$ cat src/rtl/alu_pkg.sv
// Shared ALU-side definitions: serializer state encoding, byte width and the
// bytes-per-result derivation used by the blocks downstream of the ALU.
package alu_pkg;

  localparam int BYTE_W = 8;

  typedef enum logic {
    IDLE = 1'b0,
    SEND = 1'b1
  } ser_state_e;

  // Bytes needed to carry one 2*width-bit ALU result.
  function automatic int nbytes(input int width);
    return (2 * width) / BYTE_W;
  endfunction

endpackage

$ cat src/rtl/res_hold_reg.sv
// One-entry result buffer: load writes and marks valid, take frees the entry.
// A load in the same cycle as a take leaves the entry valid with the new data.
module res_hold_reg #(
  parameter int W = 32
) (
  input  logic         clk,
  input  logic         RST,
  input  logic         load,
  input  logic         take,
  input  logic [W-1:0] din,
  output logic [W-1:0] dout,
  output logic         vld
);

  always_ff @(posedge clk or negedge RST) begin
    if (!RST) begin
      dout <= '0;
      vld  <= 1'b0;
    end else begin
      if (load) begin
        dout <= din;
        vld  <= 1'b1;
      end else if (take) begin
        vld  <= 1'b0;
      end
    end
  end

endmodule

$ cat src/rtl/alu_result_serializer.sv
// Splits each captured 2*WIDTH-bit ALU result into bytes, LSB first, for the
// UART TX path; buffers one extra result and flags results lost to overrun.
module alu_result_serializer
  import alu_pkg::*;
#(
  parameter int WIDTH = 16
) (
  input  logic               clk,
  input  logic               RST,
  input  logic [2*WIDTH-1:0] ALU_OUT,
  input  logic               ALU_VALID,
  output logic [7:0]         TX_DATA,
  output logic               TX_VALID,
  input  logic               TX_READY,
  output logic               BUSY,
  output logic               OVERRUN,
  input  logic               OVR_CLR
);

  localparam int RW     = 2 * WIDTH;
  localparam int NBYTES = nbytes(WIDTH);
  localparam int CW     = (NBYTES > 1) ? $clog2(NBYTES) : 1;
  localparam logic [CW-1:0] LAST = CW'(NBYTES - 1);

  if ((RW % BYTE_W) != 0) begin : g_width_chk
    $error("alu_result_serializer: 2*WIDTH must be a multiple of 8");
  end

  ser_state_e    state;
  logic [RW-1:0] shift;
  logic [CW-1:0] cnt;

  logic [RW-1:0] hold_data;
  logic          hold_vld;
  logic          hs, last_hs;
  logic          take, direct, hold_load, drop;

  assign hs      = (state == SEND) && TX_READY;
  assign last_hs = hs && (cnt == LAST);

  // Reload priority at the last byte: held result first, then a fresh one.
  assign take      = last_hs && hold_vld;
  assign direct    = last_hs && !hold_vld && ALU_VALID;
  assign hold_load = (state == SEND) && ALU_VALID && !direct && (!hold_vld || take);
  assign drop      = (state == SEND) && ALU_VALID && hold_vld && !take;

  res_hold_reg #(.W(RW)) u_hold (
    .clk  (clk),
    .RST  (RST),
    .load (hold_load),
    .take (take),
    .din  (ALU_OUT),
    .dout (hold_data),
    .vld  (hold_vld)
  );

  always_ff @(posedge clk or negedge RST) begin
    if (!RST) begin
      state   <= IDLE;
      shift   <= '0;
      cnt     <= '0;
      OVERRUN <= 1'b0;
    end else begin
      case (state)
        IDLE: begin
          if (ALU_VALID) begin
            shift <= ALU_OUT;
            cnt   <= '0;
            state <= SEND;
          end
        end
        SEND: begin
          if (hs) begin
            if (cnt != LAST) begin
              shift <= shift >> BYTE_W;
              cnt   <= cnt + CW'(1);
            end else if (hold_vld) begin
              shift <= hold_data;
              cnt   <= '0;
            end else if (ALU_VALID) begin
              shift <= ALU_OUT;
              cnt   <= '0;
            end else begin
              shift <= '0;
              cnt   <= '0;
              state <= IDLE;
            end
          end
        end
        default: state <= IDLE;
      endcase

      if (drop)         OVERRUN <= 1'b1;
      else if (OVR_CLR) OVERRUN <= 1'b0;
    end
  end

  assign TX_DATA  = shift[BYTE_W-1:0];
  assign TX_VALID = (state == SEND);
  assign BUSY     = (state == SEND) | hold_vld;

endmodule

$ cat config.mk
export PLATFORM = sky130hd
export DESIGN_NAME = alu_result_serializer
export DESIGN_NICKNAME = d
export VERILOG_FILES = /design/src/rtl/alu_pkg.sv /design/src/rtl/res_hold_reg.sv /design/src/rtl/alu_result_serializer.sv
export SDC_FILE = /design/constraint.sdc
export NUM_CORES = 1
export LEC_CHECK = 0
export ABC_CLOCK_PERIOD_IN_PS = 2100
export CAP_MARGIN = 40
export CORE_AREA = 2 2 100 102
export DETAILED_ROUTE_END_ITERATION = 10
export DIE_AREA = 0 0 102 104
export DONT_BUFFER_PORTS = 1
export PLACE_DENSITY_LB_ADDON = 0.3
export SYNTH_ARGS = -nofsm -noshare
export SYNTH_HDL_FRONTEND = slang
export SYNTH_SLANG_ARGS = --single-unit
$ cat constraint.sdc
create_clock -name clk -period 2.1 [get_ports clk]
set_input_delay 0.525 -clock clk [delete_from_list [all_inputs] [get_ports clk]]
set_output_delay 0.525 -clock clk [all_outputs]
set_load 0.005 [all_outputs]
==> results of run 1 <==
[layout make-up]
| type | count | area [µm²] |
|---|---|---|
| Fill cell | 964 | 5640 |
| Sequential cell | 69 | 1730 |
| Inverter | 2 | 7.51 |
| Tap cell | 133 | 166 |
| Multi-Input combinational cell | 267 | 1680 |
| Timing Repair Buffer | 11 | 108 |
| Clock buffer | 10 | 138 |
| Clock inverter | 6 | 86.3 |
[worst paths after layout]
kind,start,to,slack [ns]
hold reg to reg,cnt[0],cnt[0],0.49
setup / recovery,u_hold.vld,BUSY,0.26
setup reg to reg,cnt[0],u_hold.dout[1],0.40
max in group asynchronous,RST,u_hold.vld,2.11
hold / removal,RST,u_hold.dout[2],-0.14
min in group clk,OVR_CLR,OVERRUN,0.29
[placed cells by master, fill, tap and decap left out]
| cell type | Yosys | routed |
|---|---|---|
| dfrtp_1 | 69 | 68 |
| nand2_1 | 68 | 68 |
| nand3b_1 | 32 | 32 |
| nor2_1 | 32 | 32 |
| a31oi_1 | 32 | 32 |
| mux2_2 | 31 | 31 |
| o21ai_0 | 27 | 27 |
| a31o_2 | 20 | 20 |
| a21o_1 | 10 | 10 |
| clkbuf_8 | 0 | 10 |
| buf_4 | 10 | 9 |
| a31o_1 | 4 | 4 |
| nand3_1 | 3 | 3 |
| mux2_1 | 2 | 2 |
| inv_1 | 2 | 2 |
| clkinv_2 | 0 | 2 |
| bufinv_16 | 0 | 2 |
| buf_12 | 0 | 2 |
| or2_2 | 1 | 1 |
| nand2b_1 | 1 | 1 |
| mux2i_1 | 1 | 1 |
| a21oi_4 | 1 | 1 |
| nand4_1 | 1 | 1 |
| ha_1 | 1 | 1 |
| clkinvlp_4 | 0 | 1 |
| clkinv_4 | 0 | 1 |
| dfrtp_2 | 0 | 1 |
[state kept, by name, summed over array words and instances, names as in the netlist]
register	count
OVERRUN	1
TX_VALID	1
cnt	2
shift	32
u_hold.dout	32
u_hold.vld	1
[logic make-up after synthesis]
| family | Yosys count | share of synthesized area (%) |
|---|---|---|
| AND/OR/NAND/NOR | 138 | 17.8 |
| flip-flops | 69 | 47.4 |
| multiplexers | 34 | 10.5 |
| adder cells (fa/ha/maj) | 1 | 0.344 |
| buffers and inverters | 43 | 6.39 |
| AO/OA/AOI/OAI | 94 | 17.5 |
[per-layer routing]
layer	global-route usage [%]	vias up	wire [µm]
li1	-	1293	-
met1	21.8	1309	3710
met2	25.8	53	3940
met3	5.51	10	517
met4	4.86	0	110
met5	0	-	0
[metrics by stage]
step	cells	power (W)	area [µm²]	hold WS [ns]	util [%]
floorplan	379	0.00392	3640	0.229	-
global placement	482	0.00414	3690	0.232	38.6
detailed placement	482	0.00421	3690	0.233	38.6
CTS	498	0.00546	3910	-0.161	41.0
global route	498	0.00580	3910	-0.162	41.0
finish	498	0.00540	3910	-0.136	41.0
[synth_stat cells]
library cell	count
dfrtp_1	69
nand2_1	68
a31oi_1	32
nand3b_1	32
nor2_1	32
mux2_2	31
o21ai_0	27
a31o_2	20
clkbuf_1	17
a21o_1	10
buf_4	10
buf_2	9
a31o_1	4
buf_6	3
nand3_1	3
buf_1	2
inv_1	2
mux2_1	2
a21oi_4	1
ha_1	1
mux2i_1	1
nand2b_1	1
nand4_1	1
or2_2	1
[report_power, final]
group | internal (W) | switching [W]
sequential | 0.00193 | 0.000332
clock | 0.000699 | 0.000525
combinational | 0.00102 | 0.000896
total | 0.00365 | 0.00175
[critical path: stages (launching register included)]
cell and delay (ns):
dfrtp_2 0.43, buf_4 0.22, or2_2 0.31
==> impl_metrics.env, run 1 <==
export IMPL_dp_slack_ns=0.400
export IMPL_synthTopCellsByArea="dfrtp_1 (47%), mux2_2 (9.6%), nand2_1 (7.0%)"
export IMPL_fmax_mhz=545
export IMPL_p_leak_nw=1.55
export IMPL_root_buffer="clkbuf_8"
export IMPL_coreArea_um2=9550
export IMPL_syn_inst=379
export IMPL_cp_max_fo=26
export IMPL_cts_setup_buffers=0
export IMPL_hold_violations=69
export IMPL_failed_checks="negative hold slack"
export IMPL_insertion_delay_ns=0.35
export IMPL_ioPinCount=48
export IMPL_wirelength_um=8280
export IMPL_synthToLayoutAreaGrowth_pct=7.53
export IMPL_die_h_um=104
export IMPL_hpwlAfterDp_um=5100
export IMPL_fp_dieW_um=102
export IMPL_fin_worst_skew_ns=0.00987
export IMPL_grt_pass1_wl_um=13700
export IMPL_power_density_nw_per_um2=1380
export IMPL_dr_total_vias=2665
export IMPL_antenna_found_initial=0
export IMPL_syn_area_per_cell_um2=9.60
export IMPL_numPortBuffers=0
export IMPL_synth_top_cell_by_area="dfrtp_1"
export IMPL_num_rows=36
export IMPL_synth_cell_types=24
export IMPL_setup_violations_final=0
export IMPL_grt_pass1_vias=2592
export IMPL_fin_crit_sh_pct=87.4
export IMPL_crit_required_ns=1.57
export IMPL_cts_tree="yes"
export IMPL_fin_crit_ns=1.84
export IMPL_place_congestion=0.755
export IMPL_gr_total_overflow=0
export IMPL_firstDrtPassIters=4
export IMPL_vdd_drop_max_uv=614
export IMPL_antenna_left=0
export IMPL_mappedNetlistArea_um2=3640
export IMPL_cts_made_buffers=9
export IMPL_maxSlewViolCount=0
export IMPL_num_nets_final=398
export IMPL_max_slew_margin_rel_pct=64.1
export IMPL_worstSetupPathType="flip-flop to output pin"
export IMPL_cts_buffer_depth=2
export IMPL_crit_arrival_ns=1.31
export IMPL_synth_nets=417
export IMPL_drtIter0Drc=156
export IMPL_cts_htree_levels=3
export IMPL_antenna_diode_count=0
export IMPL_drive_gt1_share_pct=22.2
export IMPL_synth_top_area_share_pct=47.4
export IMPL_setup_ws_ns=0.264
export IMPL_rsz0062_at_grt="no"
export IMPL_initial_core_util_pct=38.1
export IMPL_min_path_type="input pin to asynchronous set/reset pin"
export IMPL_start_kind="flip-flop"
export IMPL_die_area_um2=10600
export IMPL_grtUsageTotal_pct=16.5
export IMPL_yosysSeqAreaShare_pct=47.4
export IMPL_worst_slew_pin_slew_ns=0.538
export IMPL_holdWs_ns=-0.136
export IMPL_status="finished, violations left"
export IMPL_drc=0
export IMPL_cts_sinks=69
export IMPL_cap_violations=0
export IMPL_grt_start_max_net_pins=70
export IMPL_yosys_warnings=0
export IMPL_cp_end_kind="output pin"
export IMPL_drt_vias_per_instance=5.35
export IMPL_path_clk_slew_ns=0.08
export IMPL_tns_ns=0
export IMPL_routedWlPerCell_um=16.6
export IMPL_r2r_cells=5
export IMPL_synth_seq_cells=69
export IMPL_cts_resized=0
No activity file was read; power rests on OpenSTA's default activity.
==> run 2, diff against run 1 <==
--- a/config.mk
+++ b/config.mk
@@ -12,6 +12,8 @@
 export DIE_AREA = 0 0 102 104
 export DONT_BUFFER_PORTS = 1
 export PLACE_DENSITY_LB_ADDON = 0.3
+export RECOVER_POWER = 50
+export REMOVE_ABC_BUFFERS = 1
 export SYNTH_ARGS = -nofsm -noshare
 export SYNTH_HDL_FRONTEND = slang
 export SYNTH_SLANG_ARGS = --single-unit
==> run 2 against run 1 <==
Effect of this change: setup slack worse by 0.030 ns; largest power group unchanged; global-route usage fell by 0.62 points; the run still ends with negative hold slack left; critical path type is now flip-flop to flip-flop; critical endpoint is now shift[30]; clock skew is 0.0040 ns lower; critical path depth rose by 3; largest cell class unchanged.
==> impl_metrics.env, run 2 (synthesis gave the netlist of run 1 again) <==
export IMPL_insertion_delay_ns=0.34
export IMPL_worstSetupPathType="flip-flop to flip-flop"
export IMPL_layout_common_cells="dfrtp_1 (68), nand2_1 (68), nand3b_1 (32), nor2_1 (32), a31oi_1 (32)"
export IMPL_top_regs="shift x32, u_hold.dout x32, cnt x2"
export IMPL_cts_htree_levels=3
export IMPL_fin_crit_sh_pct=88.9
export IMPL_grt_pass1_vias=2650
export IMPL_fin_crit_ns=1.87
export IMPL_min_path_type="input pin to asynchronous set/reset pin"
export IMPL_start_kind="flip-flop"
export IMPL_worst_slew_pin_slew_ns=0.628
export IMPL_cts_resized=0
export IMPL_drtIter0Drc=166
export IMPL_p_leak_nw=1.55
export IMPL_dp_slack_ns=0.237
export IMPL_cts_sinks=69
export IMPL_hold_violations=69
export IMPL_drt_vias_per_instance=5.34
export IMPL_failed_checks="negative hold slack"
export IMPL_cap_violations=0
export IMPL_gr_total_overflow=0
export IMPL_holdWs_ns=-0.128
export IMPL_synthToLayoutAreaGrowth_pct=7.15
export IMPL_die_h_um=104
export IMPL_antenna_found_initial=0
export IMPL_antenna_diode_count=0
export IMPL_crit_required_ns=2.36
export IMPL_root_buffer="clkbuf_8"
export IMPL_setup_ws_ns=0.234
export IMPL_coreArea_um2=9550
export IMPL_cts_setup_buffers=0
export IMPL_cts_tree="yes"
export IMPL_utilization_pct=40.8
export IMPL_grtUsageTotal_pct=15.9
export IMPL_nFillCells=962
export IMPL_dr_total_vias=2647
export IMPL_drive_gt1_share_pct=21.8
export IMPL_final_cells=496
export IMPL_cts_buffer_depth=2
export IMPL_grt_pass1_wl_um=13400
export IMPL_place_congestion=0.726
export IMPL_fp_dieW_um=102
export IMPL_die_area_um2=10600
export IMPL_wirelength_um=8080
export IMPL_setup_violations_final=0
export IMPL_tns_ns=0
export IMPL_ioPinCount=48
export IMPL_antenna_left=0
export IMPL_dp_cells=480
export IMPL_vdd_drop_max_uv=370
export IMPL_numPortBuffers=0
export IMPL_drc=0
export IMPL_path_clk_slew_ns=0.07
export IMPL_grt_start_max_net_pins=70
export IMPL_maxSlewViolCount=0
export IMPL_max_slew_margin_rel_pct=58.1
export IMPL_routedWlPerCell_um=16.3
export IMPL_power_density_nw_per_um2=1370
export IMPL_cts_made_buffers=9
export IMPL_num_rows=36
export IMPL_crit_arrival_ns=2.12
export IMPL_cp_max_fo=46
export IMPL_num_nets_final=396
export IMPL_fin_worst_skew_ns=0.00585
export IMPL_fmax_mhz=536
export IMPL_cp_end_kind="flip-flop"
export IMPL_initial_core_util_pct=38.1
export IMPL_hpwlAfterDp_um=4820
export IMPL_firstDrtPassIters=4
export IMPL_rsz0062_at_grt="no"
export IMPL_status="finished, violations left"
[run 2: cell types whose count changed in the layout (fill, tap and decap cells not counted)]
| cell | delta |
|---|---|
| clkinv_4 | -1 |
| clkbuf_8 | +1 |
| clkinvlp_4 | -1 |
| ha_2 | +1 |
| clkbuf_1 | +1 |
| buf_4 | -3 |
| clkbuf_2 | +1 |
| ha_1 | -1 |
[run 2: cell type report]
type                    count  area (µm²)  share of cell area, %
clock buffers              12         155                   3.98
clock inverters             4        70.1                   1.80
inverters                   2        7.51                  0.192
multi-input cells         267        1680                   43.2
flip-flops and latches     69        1730                   44.3
well taps                 133         166                   4.27
repair buffers              9        90.1                   2.31
[run 2: critical path: stages (launching register included)]
cell and delay (ns):
dfrtp_1 0.37, ha_2 0.26, buf_4 0.42, nand2_1 0.31, a21o_1 0.24, a31oi_1 0.16
[run 2: metal layers]
metal / vias up / part of all wire [%] / GRT usage (%)
met5: - / 0 / 0
met4: 0 / 0.90 / 4.00
met3: 5 / 7.8 / 6.38
met2: 50 / 46 / 24.8
met1: 1304 / 45 / 20.6
li1: 1288 / - / -
[run 2: report_power, final]
| part | switching, W | total [W] | internal, W |
|---|---|---|---|
| clock network | 0.000504 | 0.00124 | 0.000731 |
| logic | 0.000862 | 0.00187 | 0.00100 |
| registers | 0.000323 | 0.00225 | 0.00193 |
[run 2: path summary, 6_finish.rpt]
kind,from,endpoint,slack [ns],cells past startpoint
hold reg to reg,u_hold.dout[26],u_hold.dout[26],0.49,1
setup / recovery,cnt[0],shift[30],0.23,5
min in group clk,OVR_CLR,OVERRUN,0.30,1
setup reg to reg,cnt[0],shift[30],0.23,5
max in group asynchronous,RST,u_hold.vld,2.13,0
hold / removal,RST,shift[1],-0.13,0
[run 2: stage by stage]
stage               total power [W]  hold WS (ns)  instance area [µm²]
floorplan                   0.00370         0.229                 3410
global placement            0.00408         0.232                 3680
detailed placement          0.00416         0.232                 3680
CTS                         0.00540        -0.146                 3900
global route                0.00575        -0.152                 3900
finish                      0.00535        -0.128                 3900
